File: src/rtl/vco_adc_multich_counter.sv
// Multi-channel VCO ADC back-end: per-channel phase synchroniser and transition counter,
// windowed integrator, drain FSM and shared FWFT sample FIFO. Optional macro: VCO_ADC_SAT_EN.
module vco_adc_multich_counter #(
    parameter int NCH        = 2,
    parameter int PHASES     = 11,
    parameter int CNT_W      = 16,
    parameter int FIFO_DEPTH = 8,
    parameter int CH_W       = 3
) (
    input  logic                        wb_clk_i,
    input  logic                        wb_rst_i,
    input  logic                        enable,
    input  logic [15:0]                 win_len,
    input  logic [NCH*PHASES-1:0]       phase_in,
    output logic                        smp_valid,
    input  logic                        smp_ready,
    output logic [CNT_W-1:0]            smp_data,
    output logic [CH_W-1:0]             smp_chan,
    output logic [$clog2(FIFO_DEPTH):0] fifo_level,
    output logic                        overrun,
    input  logic                        ovr_clr,
    output logic [NCH-1:0]              sat
);

    localparam int AW    = $clog2(FIFO_DEPTH);
    localparam int LW    = AW + 1;
    localparam int D_W   = $clog2(PHASES + 1);
    localparam int KW    = (NCH > 1) ? $clog2(NCH) : 1;
    localparam int DW    = CH_W + CNT_W;
    localparam logic [15:0] MIN_L = (NCH > 2) ? 16'(NCH) : 16'd2;

    typedef enum logic {
        ST_IDLE  = 1'b0,
        ST_DRAIN = 1'b1
    } state_t;

    function automatic logic [D_W-1:0] popcount(input logic [PHASES-1:0] v);
        logic [D_W-1:0] n;
        n = '0;
        for (int i = 0; i < PHASES; i++) begin
            n = n + D_W'(v[i]);
        end
        return n;
    endfunction

    logic [NCH*PHASES-1:0] r_s1;
    logic [NCH*PHASES-1:0] r_s2;
    logic [NCH*PHASES-1:0] r_s3;
    logic [D_W-1:0]        w_d       [NCH];
    logic [CNT_W-1:0]      w_acc_nxt [NCH];
    logic [CNT_W-1:0]      r_acc     [NCH];
    logic [CNT_W-1:0]      r_snap    [NCH];
    logic [15:0]           r_wcnt;
    logic [15:0]           r_len;
    logic [15:0]           w_len_in;
    logic [15:0]           w_len_eff;
    logic                  w_end;
    state_t                r_state;
    state_t                w_state_nxt;
    logic [KW-1:0]         r_k;
    logic [KW-1:0]         w_k_nxt;
    logic                  w_push;
    logic [DW-1:0]         w_push_word;
    logic [DW-1:0]         r_mem     [FIFO_DEPTH];
    logic [AW-1:0]         r_wr_ptr;
    logic [AW-1:0]         r_rd_ptr;
    logic [LW-1:0]         r_count;
    logic                  r_overrun;
    logic                  w_pop;
    logic                  w_full;
    logic                  w_wr;
    logic                  w_drop;

    // Two-flop synchroniser per tap plus one history stage for edge detection
    always_ff @(posedge wb_clk_i) begin
        if (wb_rst_i) begin
            r_s1 <= '0;
            r_s2 <= '0;
            r_s3 <= '0;
        end else begin
            r_s1 <= phase_in;
            r_s2 <= r_s1;
            r_s3 <= r_s2;
        end
    end

    // Per-channel count of phase transitions this cycle
    always_comb begin
        for (int c = 0; c < NCH; c++) begin
            w_d[c] = popcount(r_s2[c*PHASES +: PHASES] ^ r_s3[c*PHASES +: PHASES]);
        end
    end

`ifdef VCO_ADC_SAT_EN
    localparam int SUM_W = CNT_W + D_W;

    logic [SUM_W-1:0] w_sum [NCH];
    logic [NCH-1:0]   w_ovf;
    logic [NCH-1:0]   r_sat;

    // Saturating accumulate: clamp at all-ones and flag the channel
    always_comb begin
        w_ovf = '0;
        for (int c = 0; c < NCH; c++) begin
            w_sum[c] = SUM_W'(r_acc[c]) + SUM_W'(w_d[c]);
            if (w_sum[c][SUM_W-1:CNT_W] != '0) begin
                w_ovf[c]     = 1'b1;
                w_acc_nxt[c] = {CNT_W{1'b1}};
            end else begin
                w_ovf[c]     = 1'b0;
                w_acc_nxt[c] = w_sum[c][CNT_W-1:0];
            end
        end
    end

    // Sticky saturation flags, cleared only by reset
    always_ff @(posedge wb_clk_i) begin
        if (wb_rst_i) begin
            r_sat <= '0;
        end else if (enable) begin
            r_sat <= r_sat | w_ovf;
        end else begin
            r_sat <= r_sat;
        end
    end

    assign sat = r_sat;
`else
    // Wrapping accumulate modulo 2^CNT_W
    always_comb begin
        for (int c = 0; c < NCH; c++) begin
            w_acc_nxt[c] = r_acc[c] + CNT_W'(w_d[c]);
        end
    end

    assign sat = '0;
`endif

    // Window length: clamped input at window start, latched value afterwards
    always_comb begin
        if (win_len < MIN_L) begin
            w_len_in = MIN_L;
        end else begin
            w_len_in = win_len;
        end
        if (r_wcnt == 16'd0) begin
            w_len_eff = w_len_in;
        end else begin
            w_len_eff = r_len;
        end
        w_end = enable && (r_wcnt == (w_len_eff - 16'd1));
    end

    // Window counter, accumulators and end-of-window snapshot
    always_ff @(posedge wb_clk_i) begin
        if (wb_rst_i) begin
            r_wcnt <= 16'd0;
            r_len  <= 16'd0;
            for (int c = 0; c < NCH; c++) begin
                r_acc[c]  <= '0;
                r_snap[c] <= '0;
            end
        end else if (!enable) begin
            r_wcnt <= 16'd0;
            for (int c = 0; c < NCH; c++) begin
                r_acc[c] <= '0;
            end
        end else begin
            if (r_wcnt == 16'd0) begin
                r_len <= w_len_in;
            end
            r_wcnt <= w_end ? 16'd0 : (r_wcnt + 16'd1);
            for (int c = 0; c < NCH; c++) begin
                if (w_end) begin
                    r_snap[c] <= w_acc_nxt[c];
                    r_acc[c]  <= '0;
                end else begin
                    r_acc[c]  <= w_acc_nxt[c];
                end
            end
        end
    end

    // Drain FSM state register
    always_ff @(posedge wb_clk_i) begin
        if (wb_rst_i) begin
            r_state <= ST_IDLE;
            r_k     <= '0;
        end else begin
            r_state <= w_state_nxt;
            r_k     <= w_k_nxt;
        end
    end

    // Drain sequencing; with L == NCH a new window can end on the last push, so restart in place
    always_comb begin
        w_state_nxt = r_state;
        w_k_nxt     = r_k;
        w_push      = 1'b0;
        w_push_word = {CH_W'(r_k), r_snap[r_k]};
        case (r_state)
            ST_IDLE: begin
                if (w_end) begin
                    w_state_nxt = ST_DRAIN;
                    w_k_nxt     = '0;
                end else begin
                    w_state_nxt = ST_IDLE;
                end
            end
            ST_DRAIN: begin
                w_push = 1'b1;
                if (r_k == KW'(NCH - 1)) begin
                    w_k_nxt     = '0;
                    w_state_nxt = w_end ? ST_DRAIN : ST_IDLE;
                end else begin
                    w_k_nxt = r_k + KW'(1);
                end
            end
            default: begin
                w_state_nxt = ST_IDLE;
                w_k_nxt     = '0;
            end
        endcase
    end

    // FIFO handshake decode; a pop frees the slot for a same-cycle push when full
    always_comb begin
        w_pop  = (r_count != LW'(0)) && smp_ready;
        w_full = (r_count == LW'(FIFO_DEPTH));
        w_wr   = w_push && (!w_full || w_pop);
        w_drop = w_push && w_full && !w_pop;
    end

    // FIFO storage, pointers, occupancy and sticky overrun
    always_ff @(posedge wb_clk_i) begin
        if (wb_rst_i) begin
            r_wr_ptr  <= '0;
            r_rd_ptr  <= '0;
            r_count   <= '0;
            r_overrun <= 1'b0;
            for (int i = 0; i < FIFO_DEPTH; i++) begin
                r_mem[i] <= '0;
            end
        end else begin
            if (w_wr) begin
                r_mem[r_wr_ptr] <= w_push_word;
                r_wr_ptr        <= r_wr_ptr + AW'(1);
            end
            if (w_pop) begin
                r_rd_ptr <= r_rd_ptr + AW'(1);
            end
            case ({w_wr, w_pop})
                2'b10:   r_count <= r_count + LW'(1);
                2'b01:   r_count <= r_count - LW'(1);
                default: r_count <= r_count;
            endcase
            if (w_drop) begin
                r_overrun <= 1'b1;
            end else if (ovr_clr) begin
                r_overrun <= 1'b0;
            end else begin
                r_overrun <= r_overrun;
            end
        end
    end

    assign smp_valid             = (r_count != LW'(0));
    assign {smp_chan, smp_data}  = r_mem[r_rd_ptr];
    assign fifo_level            = r_count;
    assign overrun               = r_overrun;

endmodule

File: config.mk
export PLATFORM = sky130hd
export DESIGN_NAME = vco_adc_multich_counter
export DESIGN_NICKNAME = d
export VERILOG_FILES = /design/src/rtl/vco_adc_multich_counter.sv
export SDC_FILE = /design/constraint.sdc
export NUM_CORES = 1
export LEC_CHECK = 0
export CELL_PAD_IN_SITES_DETAIL_PLACEMENT = 1
export CELL_PAD_IN_SITES_GLOBAL_PLACEMENT = 1
export CORE_MARGIN = 2
export CORE_UTILIZATION = 53
export CTS_CLUSTER_DIAMETER = 120
export CTS_CLUSTER_SIZE = 24
export DETAILED_ROUTE_END_ITERATION = 8
export MAX_ROUTING_LAYER = met4
export PLACE_DENSITY_LB_ADDON = 0.05
export SLEW_MARGIN = 0
export SYNTH_ARGS = -nofsm -noshare
export SYNTH_HDL_FRONTEND = slang
export SYNTH_SLANG_ARGS = --single-unit
File: constraint.sdc
create_clock -name wb_clk_i -period 9.9 [get_ports wb_clk_i]
set_input_delay 2.97 -clock wb_clk_i [delete_from_list [all_inputs] [get_ports wb_clk_i]]
set_output_delay 2.97 -clock wb_clk_i [all_outputs]
set_load 0.02 [all_outputs]
==> run metrics <==
run status complete, no violations; DIE HEIGHT 171 um; postcts setup bufs 0; Setup CP Type primary input to flop; Worst Hold Launch r_s1[11]$_SDFF_PP0_; antenna-violating nets left 0; top fanout value on the critical path 31; die width 171 um; Hold Path Depth 1; Hold Buf Count CTS 0; setup repair after global routing missed its margin no; CTS Sinks 315; number of max-cap violations 0; Fin. Hold Viols 0; clk_skew 0.0282 ns; TritonCTS Buffers 17; startpoint types primary input; mean number of vias per cell 5.61; Clock Latency Late Sink 0.52 ns; cells on worst reg2reg path 16; TritonRoute pass-1 iters 4; initial detailed-routing violation count 593; routed len/inst 19.9 um; number of enable flip-flop cells after synthesis 200; gr ovfl total 0; Fillers 2,897; slew of the pin with the lowest slew margin 1.10 ns; Critical Path AT 8.86 ns; Syn-to-layout area delta 10.0%; CTS Root Cell clkbuf_16; R2R Setup Slk 4.00 ns; CP required 10.21 ns; FF+latch count, synth 315; ys flop type edfxtp_1; min Tclk post-route 8.56 ns; Worst Hold End r_s2[11]$_SDFF_PP0_; critical path capture point type flop; Synth warnings 0; post-synthesis sequential area ratio 56.1%; core area 0.0276 sq mm; pin count of the biggest net entering global routing 86; mapped cell area 0.0148 sq mm; post_cts resized 0; ys async rst share 0%; input/output buffers 65; DRC Markers 0; peak supply drop 0.114 mV; number of cells produced by synthesis 1,266; flip-flop and latch area 0.00831 sq mm; Clock Pin Slew Worst Setup and Hold Paths 0.10 ns; Final setup viols 0; Power Density 157 mW/mm^2; # IOs 70; ANT cells 0; R2R Path Start r_wcnt[0]$_SDFF_PP0_; area of the multi-input gates 0.00620 sq mm; clk buf depth 3; nets@finish 1,407; # rows 61; initial antenna violation count 0; worst min-delay path class flop to flop; CTS tree done; Routed WL 34,000 um; Final Max Tran Viols 0; reg2reg end r_snap[0][1]$_SDFFCE_PN0P_; first-pass GRT wire length 54,200 um; share of layout cells above drive strength 1 9.16%; Core Util, Final 59.0%; H-tree depth 1; initial core utilization 53.6%; max_slew headroom 26.3%; via count 9,596; Pleak 5.90 nW; Yosys cell types 64; WHS 0.447 ns; Post-Syn Area per Cell 11.7 sq um; vias in the first global route 9,925; GP Congestion 0.863; die area 0.0293 sq mm; DPL Wire Length 23,200 um; All-Layer GR Usage 24.6%; Fin Setup TNS 0 ns; final period utilization 86.4%; fmax 117 MHz
how the worst max path moves through the flow:
stage	cells after the start	end	start	slack (ns)
after floorplan	13	r_snap[0][0]$_SDFFCE_PN0P_	win_len[11]	2.41
after global placement	16	r_acc[0][2]$_SDFFCE_PN0P_	win_len[8]	1.16
after detailed placement	15	r_snap[0][1]$_SDFFCE_PN0P_	win_len[8]	0.90
after CTS	15	r_snap[0][1]$_SDFFCE_PN0P_	win_len[8]	1.43
after global routing	15	r_snap[0][1]$_SDFFCE_PN0P_	win_len[8]	0.77
final	15	r_snap[0][1]$_SDFFCE_PN0P_	win_len[8]	1.34
metrics by stage:
step	setup WS [ns]	power [W]	instances	cell area (sq um)
after global placement	1.16	0.00182	1680	15800
after detailed placement	0.905	0.00183	1680	15800
after global routing	0.772	0.00267	1710	16300
after floorplan	2.41	0.00171	1300	14900
final	1.34	0.00256	1710	16300
after CTS	1.43	0.00258	1710	16300
synth_stat cells, types with 11 or more instances:
master    number  area share, %
nand2_1      107            2.7
edfxtp_1     200             41
o21ai_0       11           0.37
nor2b_1       74            3.1
dfxtp_1      115             16
buf_2         12           0.41
nor4_1        13           0.55
nor3_1        39            1.3
clkbuf_1      43            1.1
nand3_1       21           0.71
fa_1          15            2.0
nor3_2        29            2.0
nor2_1       208            5.3
mux4_2        34            5.2
inv_1         25           0.63
xor2_1        63            3.7
mux2_2        18            1.4
xnor2_1       24            1.4
a21oi_1       31            1.0
and3_1        12           0.51
nand2b_1      11           0.46
ha_1          28            2.4
mux2i_1       28            1.9
where the power goes:
part | internal [W] | switching, W
Sequential | 0.00145 | 0.0000263
Clock | 0.000333 | 0.000429
Combinational | 0.000129 | 0.000195
metal layers:
metal	vias to the layer above	share of wire (%)	global-route usage (%)
li1	4527	-	-
met1	4827	43	30.1
met2	181	51	43.4
met3	61	3.3	2.73
met4	0	2.7	6.89
met5	-	0	-
kinds of logic after synthesis:
family,after synthesis,share of synthesized area (%)
AND/OR/NAND/NOR,555,18.9
AO/OA/AOI/OAI,85,3.95
multiplexers,80,8.43
adder cells (fa/ha/maj),43,4.39
other,2,0.0507
buffers and inverters,98,2.89
XOR/XNOR,88,5.26
flip-flops,315,56.1
final cells by class:
cell class | count | share of cell area [%]
clock buffer | 27 | 2.84
clock inverter | 3 | 0.207
inverter | 26 | 0.599
multi-input combinational | 887 | 38.1
sequential | 315 | 51.0
tap | 378 | 2.90
timing repair buffer | 74 | 4.39
state kept, by name, summed over array words and instances, names as in the netlist, named ones only:
signal      cells
r_mem         136
r_acc          32
r_snap         32
r_s1           22
r_s2           22
r_s3           22
r_len          16
r_wcnt         16
fifo_level      4
r_rd_ptr        3
r_wr_ptr        3
overrun         1
r_k             1
r_state         1
placed cells by master, fill, tap and decap left out, types with 12 or more instances in the layout:
cell type and count:
and3_1 12, nor2_1 208, mux2i_1 28, dfxtp_1 114, nand3_1 21, xnor2_1 24
nor3_2 29, nor3_1 39, mux4_2 34, fa_1 15, clkbuf_16 17, xor2_1 63
clkdlybuf4s50_1 64, nor2b_1 73, edfxtp_1 200, inv_1 25, nand2_1 107, mux2_2 18
nor4_1 13, ha_1 28, conb_1 36, a21oi_1 31
critical path: stages:
cell and delay, ns:
clkdlybuf4s50_1 0.53, nor4_1 0.76, nand4_1 0.56, o211ai_1 0.40, nand2_1 0.13, inv_1 0.09, ha_1 0.28, nor4b_1 0.78
nand2b_1 0.11, mux2i_1 0.21, a21boi_0 0.26, xnor2_1 0.19, nand2_1 0.08, or4_2 1.09, nor4_1 0.41
No activity file was read; power rests on OpenSTA's default activity.
